### src/rtl/uart_rx_fsm.sv
// UART receiver control FSM: sequences the edge/bit counter, sampler, deserializer
// and frame checkers, and pulses data_valid once for every error-free frame.
module uart_rx_fsm #(
    parameter int DATA_BITS = 8
) (
    input  logic       clk,
    input  logic       rst,
    input  logic       RX_IN,
    input  logic       PAR_EN,
    input  logic [5:0] Prescale,
    input  logic [4:0] edge_count,
    input  logic [3:0] bit_count,
    input  logic       strt_glitch,
    input  logic       par_err,
    input  logic       stp_err,
    output logic       counter_enable,
    output logic       data_samp_en,
    output logic       strt_chk_en,
    output logic       deser_en,
    output logic       par_chk_en,
    output logic       stp_chk_en,
    output logic       data_valid,
    output logic       par_error,
    output logic       stp_error,
    output logic [2:0] fsm_state
);
    typedef enum logic [2:0] {
        IDLE   = 3'd0,
        START  = 3'd1,
        DATA   = 3'd2,
        PARITY = 3'd3,
        STOP   = 3'd4
    } state_t;

    state_t     state;
    logic       par_en_q;
    logic       glitch_q;
    logic       p_legal;
    logic [5:0] edge_ext;
    logic [5:0] half;
    logic [5:0] pre_chk;
    logic [5:0] res_chk;
    logic [5:0] end_cnt;
    logic       at_pre_chk;
    logic       at_res;
    logic       at_end;
    logic [3:0] stop_idx;
    logic       in_data_bits;
    logic       glitch_now;
    logic       stp_now;

    always_comb begin
        p_legal      = (Prescale == 6'd8) || (Prescale == 6'd16) || (Prescale == 6'd32);
        edge_ext     = {1'b0, edge_count};
        half         = {1'b0, Prescale[5:1]};
        // Strobes are registered: decode one count early so they are high at CHK,
        // and the checker answers one count after CHK.
        pre_chk      = half + 6'd1;
        res_chk      = half + 6'd3;
        end_cnt      = Prescale - 6'd1;
        at_pre_chk   = (edge_ext == pre_chk);
        at_res       = (edge_ext == res_chk);
        at_end       = (edge_ext == end_cnt);
        stop_idx     = par_en_q ? 4'(DATA_BITS + 2) : 4'(DATA_BITS + 1);
        in_data_bits = (bit_count >= 4'd1) && (bit_count <= 4'(DATA_BITS));
        // At P=8 the checker answer arrives on the END count itself.
        glitch_now   = glitch_q || (at_res && strt_glitch);
        stp_now      = stp_error || (at_res && stp_err);
    end

    assign fsm_state = state;

    always_ff @(posedge clk or negedge rst) begin
        if (!rst) begin
            state          <= IDLE;
            counter_enable <= 1'b0;
            data_samp_en   <= 1'b0;
            strt_chk_en    <= 1'b0;
            deser_en       <= 1'b0;
            par_chk_en     <= 1'b0;
            stp_chk_en     <= 1'b0;
            data_valid     <= 1'b0;
            par_error      <= 1'b0;
            stp_error      <= 1'b0;
            par_en_q       <= 1'b0;
            glitch_q       <= 1'b0;
        end else begin
            strt_chk_en <= 1'b0;
            deser_en    <= 1'b0;
            par_chk_en  <= 1'b0;
            stp_chk_en  <= 1'b0;
            data_valid  <= 1'b0;
            if (state != IDLE && (!p_legal || bit_count > stop_idx)) begin
                state          <= IDLE;
                counter_enable <= 1'b0;
                data_samp_en   <= 1'b0;
            end else begin
                case (state)
                    IDLE: begin
                        if (!RX_IN && p_legal) begin
                            state          <= START;
                            counter_enable <= 1'b1;
                            data_samp_en   <= 1'b1;
                            par_error      <= 1'b0;
                            stp_error      <= 1'b0;
                            glitch_q       <= 1'b0;
                            par_en_q       <= PAR_EN;
                        end
                    end
                    START: begin
                        if (at_pre_chk) strt_chk_en <= 1'b1;
                        if (at_res && strt_glitch) glitch_q <= 1'b1;
                        if (at_end) begin
                            if (glitch_now) begin
                                state          <= IDLE;
                                counter_enable <= 1'b0;
                                data_samp_en   <= 1'b0;
                            end else begin
                                state <= DATA;
                            end
                        end
                    end
                    DATA: begin
                        if (at_pre_chk && in_data_bits) deser_en <= 1'b1;
                        if (at_end && bit_count == 4'(DATA_BITS))
                            state <= par_en_q ? PARITY : STOP;
                    end
                    PARITY: begin
                        if (at_pre_chk) par_chk_en <= 1'b1;
                        if (at_res && par_err) par_error <= 1'b1;
                        if (at_end) state <= STOP;
                    end
                    STOP: begin
                        if (at_pre_chk) stp_chk_en <= 1'b1;
                        if (at_res && stp_err) stp_error <= 1'b1;
                        if (at_end) begin
                            state          <= IDLE;
                            counter_enable <= 1'b0;
                            data_samp_en   <= 1'b0;
                            data_valid     <= !par_error && !stp_now;
                        end
                    end
                    default: begin
                        state          <= IDLE;
                        counter_enable <= 1'b0;
                        data_samp_en   <= 1'b0;
                    end
                endcase
            end
        end
    end
endmodule

### config.mk
export PLATFORM = sky130hd
export DESIGN_NAME = uart_rx_fsm
export DESIGN_NICKNAME = d
export VERILOG_FILES = /design/src/rtl/uart_rx_fsm.sv
export SDC_FILE = /design/constraint.sdc
export NUM_CORES = 1
export LEC_CHECK = 0
export CORE_MARGIN = 4
export CORE_UTILIZATION = 50
export DETAILED_ROUTE_END_ITERATION = 8
export PLACE_DENSITY = 0.95
export SETUP_SLACK_MARGIN = 0.02
export SLEW_MARGIN = 20
export SYNTH_ARGS = -nofsm -noshare
export SYNTH_HDL_FRONTEND = slang
export SYNTH_SLANG_ARGS = --single-unit
### constraint.sdc
create_clock -name clk -period 3.94 [get_ports clk]
set_input_delay 0.788 -clock clk [delete_from_list [all_inputs] [get_ports clk]]
set_output_delay 0.788 -clock clk [all_outputs]
set_load 0.02 [all_outputs]
# After elaboration in Yosys (flattened, before gate mapping)
# Cells that the tools add are included.
[totals] register_bits=13 inputBits=22 out_inout_bits=12 word_cells=106
[op_classes] addsub=3 order_cmp=3 n_eq_ne=22 n_mux=36 n_bitwise=1 reduce_logical=30
[op_table] operator="1-bit two-way mux" count=22
[op_table] operator="3-bit two-way mux" count=7
[op_table] operator="5-bit by 6-bit equality test with 1-bit output" count=3
[op_table] operator="3-bit inequality test (second input constant)" count=6
[op_table] operator="3-bit one-hot mux with 5 select lines" count=1
[op_table] operator="4-bit AND reduction" count=3
[op_table] operator="5-bit AND reduction" count=2
[op_table] operator="1-bit logical AND" count=9
[op_table] operator="2-bit inequality test (second input constant)" count=4
[op_table] operator="5-bit by 1-bit adder with 6-bit output (second input constant)" count=1
[op_table] operator="5-bit by 2-bit adder with 6-bit output (second input constant)" count=1
[op_table] operator="3-bit by 2-bit equality test with 1-bit output (second input constant)" count=2
[op_table] operator="6-bit by 4-bit equality test with 1-bit output (second input constant)" count=1
[op_table] operator="6-bit by 5-bit equality test with 1-bit output (second input constant)" count=1
[op_table] operator="6-bit equality test (second input constant)" count=1
[op_table] operator="1-bit one-hot mux with 2 select lines" count=3
[op_table] operator="2-bit nonzero test" count=3
[op_table] operator="6-bit by 1-bit subtractor with 6-bit output (second input constant)" count=1
[op_table] operator="1-bit logical OR" count=5
[op_table] operator="4-bit equality test (second input constant)" count=1
[op_table] operator="4-bit by 1-bit greater-or-equal comparator with 1-bit output (second input constant)" count=1
[op_table] operator="4-bit > comparator" count=1
[op_table] operator="4-bit <= comparator (second input constant)" count=1
[op_table] operator="1-bit zero test" count=4
[op_table] operator="10 further kinds" count=11

# Logic depth before layout (Yosys ltp)
# Gate-level depths: netlist of run 1.
[logic_depth] ltp_word=9 ltp_mapped=8

# Worst setup path before layout of run 1
# Ideal clock, no wire load.
[synth_timing] kind="input-to-reg" start="input port Prescale[1]" end="register state[2], in the netlist fsm_state[2]" setup_time_ns=0.078 arrival_ns=2.453 required_ns=3.862 slack_ns=1.409 stages=8 path_cell_list="inv_1 ha_1 a21boi_2 xnor2_1 nor4_4 nand2_2 or4_1 a21boi_1"
[synth_via] elab_chain_cells=8 elab_cells_between_ends=19 classes_between="add/sub: 1; eq/ne: 9; mux: 1; reduce/logical: 8"
[synth_rtl] item="start: declaration" line_no="10" source="input logic [5:0] Prescale,"
[synth_rtl] item="parallel branches: the longest is 8 deep, another holds 6-bit by 1-bit subtractor with 6-bit output"
[synth_rtl] item="end signal: assignment" line_no="126" source="state <= par_en_q ? PARITY : STOP;"
[synth_rtl] item="end: declaration" line_no="35" source="state_t state;"
# Parallel ways; which one is timed is not known.
# A chain may end at the register's enable or synchronous reset.

# Final worst setup path of run 1
[layout_timing] start="input port Prescale[2]" end="register state[2], in the netlist fsm_state[2]"
# The elaborated chain is that of the path after synthesis.

==> results.yml, run 1 <==
run_status:
  status: "finished, final reports clean"
job:
  maxCapViolCount: 0
power_and_ir_drop:
  power_frac_comb_pct: 38.5
  clkPwrFrac_pct: 21.8
  p_leak_nw: 0.603
  pwr-share-seq_pct: 39.6
  p_int_w: 0.000250
  vdd_drop_max_mv: 0.152
  switchingPower_w: 0.000121
  powerDensity_mw_per_mm2: 251
  switching_share_pct: 32.6
timing:
  setup_violations: 0
  fin_skew_ns: 0.00204
  worst_pin_slew_ns: 0.636
  rsz0062_at_grt: "no"
  hold_viol_final: 0
  fin_ws_ns: 0.903
  tns_ns: 0
  fin_crit_ns: 3.04
  drv_slew: 0
  relSlewSlack_pct: 57.3
  fmax_ghz: 0.329
  finalCritPeriodShare_pct: 77.1
critical_path:
  slowest_stage: "clkdlybuf4s50_1"
  endpoint_kind: "flip-flop"
  cp_max_fo: 6
  crit_chain: "clkdlybuf4s50_1, inv_1, ha_1, a21boi_2, xnor2_1, nor4_4, nand2_2, or4_1, a21boi_1"
  crit_family: "simple AND/OR/NAND/NOR gates"
  r2r_start: "par_en_q"
  crit_start: "Prescale[2]"
  worstSetupPathType: "primary input to flip-flop"
  cp_slowest_stage_delay_ns: 0.59
  setup.worst_path.start_class: "primary input"
  crit_required_ns: 4.14
  arrival_ns: 3.24
  worst-path-buf-inv: 2
floorplan:
  die_height_um: 55.3
  fp.dieW_um: 55.3
  initial_core_util_pct: 54.8
  ios: 34
  core_mm2: 0.00204
  rows: 16
  die_area_mm2: 0.00306
global_route:
  gr-total-overflow: 0
  grt_pass1_wl_um: 4810
  grt_pass1_vias: 1067
  grt_max_degree: 17
  track_usage_pct: 19.2
  antenna_found_initial: 0
cts:
  htreeDepth: 1
  cts_sinks: 13
  cts_made_buffers: 3
  hold_buffers: 0
  cts_tree: "yes"
  cts_resized: 0
  cts_setup_buffers: 0
  path_clk_slew_ns: 0.08
  clk_path_buf_depth: 2
  clock_latency_ns: 0.27
  cts_root_buf: "clkbuf_4"
yosys:
  synthDominantCellAreaShare_pct: 29.1
  postSynthCellCount: 130
  synth_seq_cells: 13
  synth_most_common_cell: "dfrtp_1"
  synthTopCellsByCount: "13 x dfrtp_1, 11 x nor2_1, 10 x xor2_1"
  yosysWarnings: 0
  yosysTopAreaCell: "dfrtp_1"
  yosys-top-cells-area: "dfrtp_1 29%, xor2_1 7.8%, ha_1 6.7%"
  synth_edf_count: 0
  syn_area_mm2: 0.00112
  synth_fp_nets: 158
  synth-main-ff-cell: "dfrtp_1"
  synth.distinct_cells: 43
  seq_area_frac_synth_pct: 29.1
  async_reset_ff_share_pct: 100
  avgSynthCellArea_um2: 8.61
drt:
  wl_per_cell_um: 14.9
  drt_iter0_markers: 26
  drc: 0
  via_count: 1099
  vias_per_cell: 5.81
  ant_nets: 0
  dr.pass1.iters: 4
  routed_wl_um: 2810
place:
  dpl-instance-area_mm2: 0.00145
  hpwlAfterDp_um: 2310
  dp.cells: 185
  place_ws_ns: 0.632
  gp_congestion: 0.971
  port_buffers: 33
cells_and_area:
  stdcell_count: 189
  drive_above_1_share_pct: 5.56
  nFillCells: 158
  final_design_area_no_fill_mm2: 0.00148
  nNetsFinal: 191
  syn_to_final_growth_pct: 32.2
  diodes: 0
  post-route-util_pct: 72.5
min_path:
  hold_start: "glitch_q"
  hp-class: "flip-flop to flip-flop"
-- tightest hold or removal path: stages (launching register included) --
cell     delay (ns)
dfrtp_1        0.36
a31oi_1        0.05
nor2_1         0.08
-- path summary, 6_finish.rpt --
check                          endpoint  slack (ns)  depth (start not counted)
max                        fsm_state[2]        0.90                          9
min                            glitch_q        0.53                          2
max reg2reg                    deser_en        1.96                          8
min reg2reg                    glitch_q        0.53                          2
max in group asynchronous   strt_chk_en        2.70                          1
min in group asynchronous  data_samp_en        0.87                          1
-- logic make-up (layout without fill, tap and decap cells) --
group	after synthesis	count (layout)	share of synthesized area (%)
XOR/XNOR	18	18	14.1
adder cells (fa/ha/maj)	6	6	6.70
AND/OR/NAND/NOR	50	50	24.8
flip-flops	13	13	29.1
AO/OA/AOI/OAI	28	28	17.2
multiplexers	3	3	2.79
buffers and inverters	12	44	5.36
-- per-stage QoR --
step	hold WS, ns	total power [W]
5_1_grt	0.556	0.000392
3_3_place_gp	0.485	0.000284
6_report	0.525	0.000371
4_1_cts	0.531	0.000371
3_5_place_dp	0.510	0.000292
2_1_floorplan	0.464	0.000234
-- cells in the final DEF, fill, tap and decap left out, types with 5 or more instances in the layout --
cell / Yosys / routed
nand3_1: 5 / 5
nor2_1: 11 / 11
ha_1: 6 / 6
xnor2_1: 8 / 8
clkdlybuf4s50_1: 0 / 33
xor2_1: 10 / 10
nand2_1: 8 / 8
o21ai_0: 6 / 6
dfrtp_1: 13 / 13
inv_1: 6 / 6
-- registers in the layout, summed over array words and instances (netlist names) --
| signal | cells |
|---|---|
| par_en_q | 1 |
| par_error | 1 |
| stp_error | 1 |
| stp_chk_en | 1 |
| par_chk_en | 1 |
| deser_en | 1 |
| strt_chk_en | 1 |
| data_samp_en | 1 |
| glitch_q | 1 |
| fsm_state | 3 |
| data_valid | 1 |
-- layout make-up --
cell class,count,area (um2),area share (%)
Multi-Input combinational cell,105,734,49.6
Clock buffer,4,26.3,1.78
Sequential cell,13,325,22.0
Tap cell,27,33.8,2.28
Inverter,6,22.5,1.52
Timing Repair Buffer,34,338,22.8
-- layer usage --
| layer | GRT usage (%) | up-vias | share of wire (%) | wire [um] |
|---|---|---|---|---|
| met2 | 36.1 | 45 | 54 | 1520 |
| met5 | 0 | - | 0 | 0 |
| met1 | 20.6 | 521 | 39 | 1090 |
| met3 | 1.86 | 6 | 5.2 | 145 |
| li1 | - | 527 | - | - |
| met4 | 10.4 | 0 | 2.0 | 57 |
-- power by group through the flow --
stage	sequential (W)	combinational [W]	clock, W
2_1_floorplan	0.000156	0.0000785	0
3_3_place_gp	0.000150	0.000134	0
3_5_place_dp	0.000150	0.000142	0
4_1_cts	0.000147	0.000143	0.0000803
5_1_grt	0.000148	0.000156	0.0000877
6_report	0.000147	0.000143	0.0000811
No activity file was read; power rests on OpenSTA's default activity.
==> run 2: changes to the inputs <==
--- a/config.mk
+++ b/config.mk
@@ -6,9 +6,9 @@
 export NUM_CORES = 1
 export LEC_CHECK = 0
 export CORE_MARGIN = 4
-export CORE_UTILIZATION = 50
+export CORE_UTILIZATION = 46
 export DETAILED_ROUTE_END_ITERATION = 8
-export PLACE_DENSITY = 0.95
+export PLACE_DENSITY = 0.9
 export SETUP_SLACK_MARGIN = 0.02
 export SLEW_MARGIN = 20
 export SYNTH_ARGS = -nofsm -noshare
==> constraint.sdc (replaced) <==
create_clock -name clk -period 2.8 [get_ports clk]
set_input_delay 0.56 -clock clk [delete_from_list [all_inputs] [get_ports clk]]
set_output_delay 0.56 -clock clk [all_outputs]
set_load 0.02 [all_outputs]
==> results.yml, run 2 (synthesis gave the netlist of run 1 again) <==
floorplan:
  core_mm2: 0.00225
  die_height_um: 57.3
  initial_core_util_pct: 49.7
  rows: 17
  die_area_mm2: 0.00329
  ios: 34
  fp.dieW_um: 57.3
cells_and_area:
  final_design_area_no_fill_mm2: 0.00156
  syn_to_final_growth_pct: 39.0
  nNetsFinal: 201
  post-route-util_pct: 69.0
  largest_reg_flops: 3
  layout_common_cells: "33 x clkdlybuf4s50_1, 13 x dfrtp_1, 11 x nor2_1, 11 x buf_4, 10 x xor2_1"
  drive_above_1_share_pct: 11.0
  final_common_cell: "clkdlybuf4s50_1"
  diodes: 0
drt:
  routed_wl_um: 2780
  via_count: 1128
  wl_per_cell_um: 13.9
  drt_iter0_markers: 39
  vias_per_cell: 5.64
  dr.pass1.iters: 4
  drc: 0
  ant_nets: 0
critical_path:
  slowest_stage: "or4_1"
  arrival_ns: 2.82
  worstSetupPathType: "primary input to flip-flop"
  setup.worst_path.start_class: "primary input"
  crit_chain: "clkdlybuf4s50_1, inv_1, ha_1, nor3b_1, xnor2_1, nor4_4, nand2_2, or4_1, a21boi_1"
  worst-path-buf-inv: 2
  crit_family: "simple AND/OR/NAND/NOR gates"
  endpoint_kind: "flip-flop"
  cp_slowest_stage_delay_ns: 0.53
  cp_max_fo: 4
  crit_required_ns: 2.99
cts:
  clk_path_buf_depth: 2
  path_clk_slew_ns: 0.08
  cts_tree: "yes"
  cts_sinks: 13
  cts_resized: 0
  clock_latency_ns: 0.27
  cts_setup_buffers: 0
  htreeDepth: 1
  cts_root_buf: "clkbuf_4"
  hold_buffers: 0
  cts_made_buffers: 3
power_and_ir_drop:
  powerDensity_mw_per_mm2: 338
  p_total_w: 0.000526
  vdd_drop_max_mv: 0.241
  p_leak_nw: 0.654
timing:
  fin_ws_ns: 0.170
  fmax_ghz: 0.380
  whs_ns: 0.524
  drv_slew: 0
  relSlewSlack_pct: 62.8
  finalCritPeriodShare_pct: 93.9
  fin_crit_ns: 2.63
  setup_violations: 0
  hold_viol_final: 0
  fin_skew_ns: 0.00235
  worst_pin_slew_ns: 0.556
  rsz0062_at_grt: "no"
job:
  maxCapViolCount: 0
global_route:
  track_usage_pct: 16.9
  gr-total-overflow: 0
  grt_pass1_wl_um: 4550
  grt_max_degree: 17
  antenna_found_initial: 0
  grt_pass1_vias: 1103
min_path:
  hp-class: "flip-flop to flip-flop"
place:
  dpl-instance-area_mm2: 0.00153
  place_ws_ns: -0.131
  port_buffers: 33
  hpwlAfterDp_um: 2350
  gp_congestion: 0.926
run_status:
  status: "finished, final reports clean"
## run 2: cell count changes in the layout (fill, tap and decap cells not counted), sizes merged
cell  change
buf      +10
## run 2: final cells by class
class | instances | area, um2
Timing Repair Buffer | 44 | 413
Clock buffer | 4 | 26.3
Tap cell | 28 | 35.0
Fill cell | 191 | 698
Inverter | 6 | 22.5
Multi-Input combinational cell | 105 | 734
Sequential cell | 13 | 325
## run 2: stage by stage
step	instances	TNS (ns)
finish	200	0
global route	200	0
CTS	200	0
detailed placement	196	-0.171
global placement	196	0
floorplan	130	0
## run 2: final timing paths
kind,startpoint,end,slack (ns),depth (start not counted)
setup / recovery,Prescale[1],fsm_state[2],0.17,9
hold / removal,glitch_q,glitch_q,0.52,2
setup reg to reg,par_en_q,deser_en,0.83,8
hold reg to reg,glitch_q,glitch_q,0.52,2
max in group asynchronous,rst,glitch_q,1.79,1
min in group asynchronous,rst,par_en_q,0.65,1
## run 2: worst reg2reg max path, delay by kind of cell, from the launching register on
family | cells | cell delay (ns)
AO/OA/AOI/OAI | 2 | 0.32
adder cells (fa/ha/maj) | 1 | 0.25
buffers and inverters | 1 | 0.11
flip-flops | 1 | 0.36
AND/OR/NAND/NOR | 4 | 0.81
## run 2: per-layer routing
metal | up-vias | global-route usage [%] | share of wire (%)
li1 | 550 | - | -
met1 | 519 | 18.1 | 38
met2 | 51 | 31.8 | 53
met3 | 8 | 2.71 | 6.1
met4 | 0 | 7.62 | 2.3
met5 | - | 0 | 0
## run 2: power by group
part	internal (W)	switching, W	leakage, nW	total [W]
combinational	0.000105	0.000101	0.462	0.000206
clock	0.0000550	0.0000577	0.0150	0.000113
sequential	0.000199	0.00000803	0.176	0.000207
total	0.000359	0.000167	0.654	0.000526
==> run 3: changes to the inputs <==
--- a/config.mk
+++ b/config.mk
@@ -10,7 +10,6 @@
 export DETAILED_ROUTE_END_ITERATION = 8
 export PLACE_DENSITY = 0.9
 export SETUP_SLACK_MARGIN = 0.02
-export SLEW_MARGIN = 20
 export SYNTH_ARGS = -nofsm -noshare
 export SYNTH_HDL_FRONTEND = slang
 export SYNTH_SLANG_ARGS = --single-unit
==> results of run 3 <==
The final DEF is identical to that of run 2; final timing and power are the same.
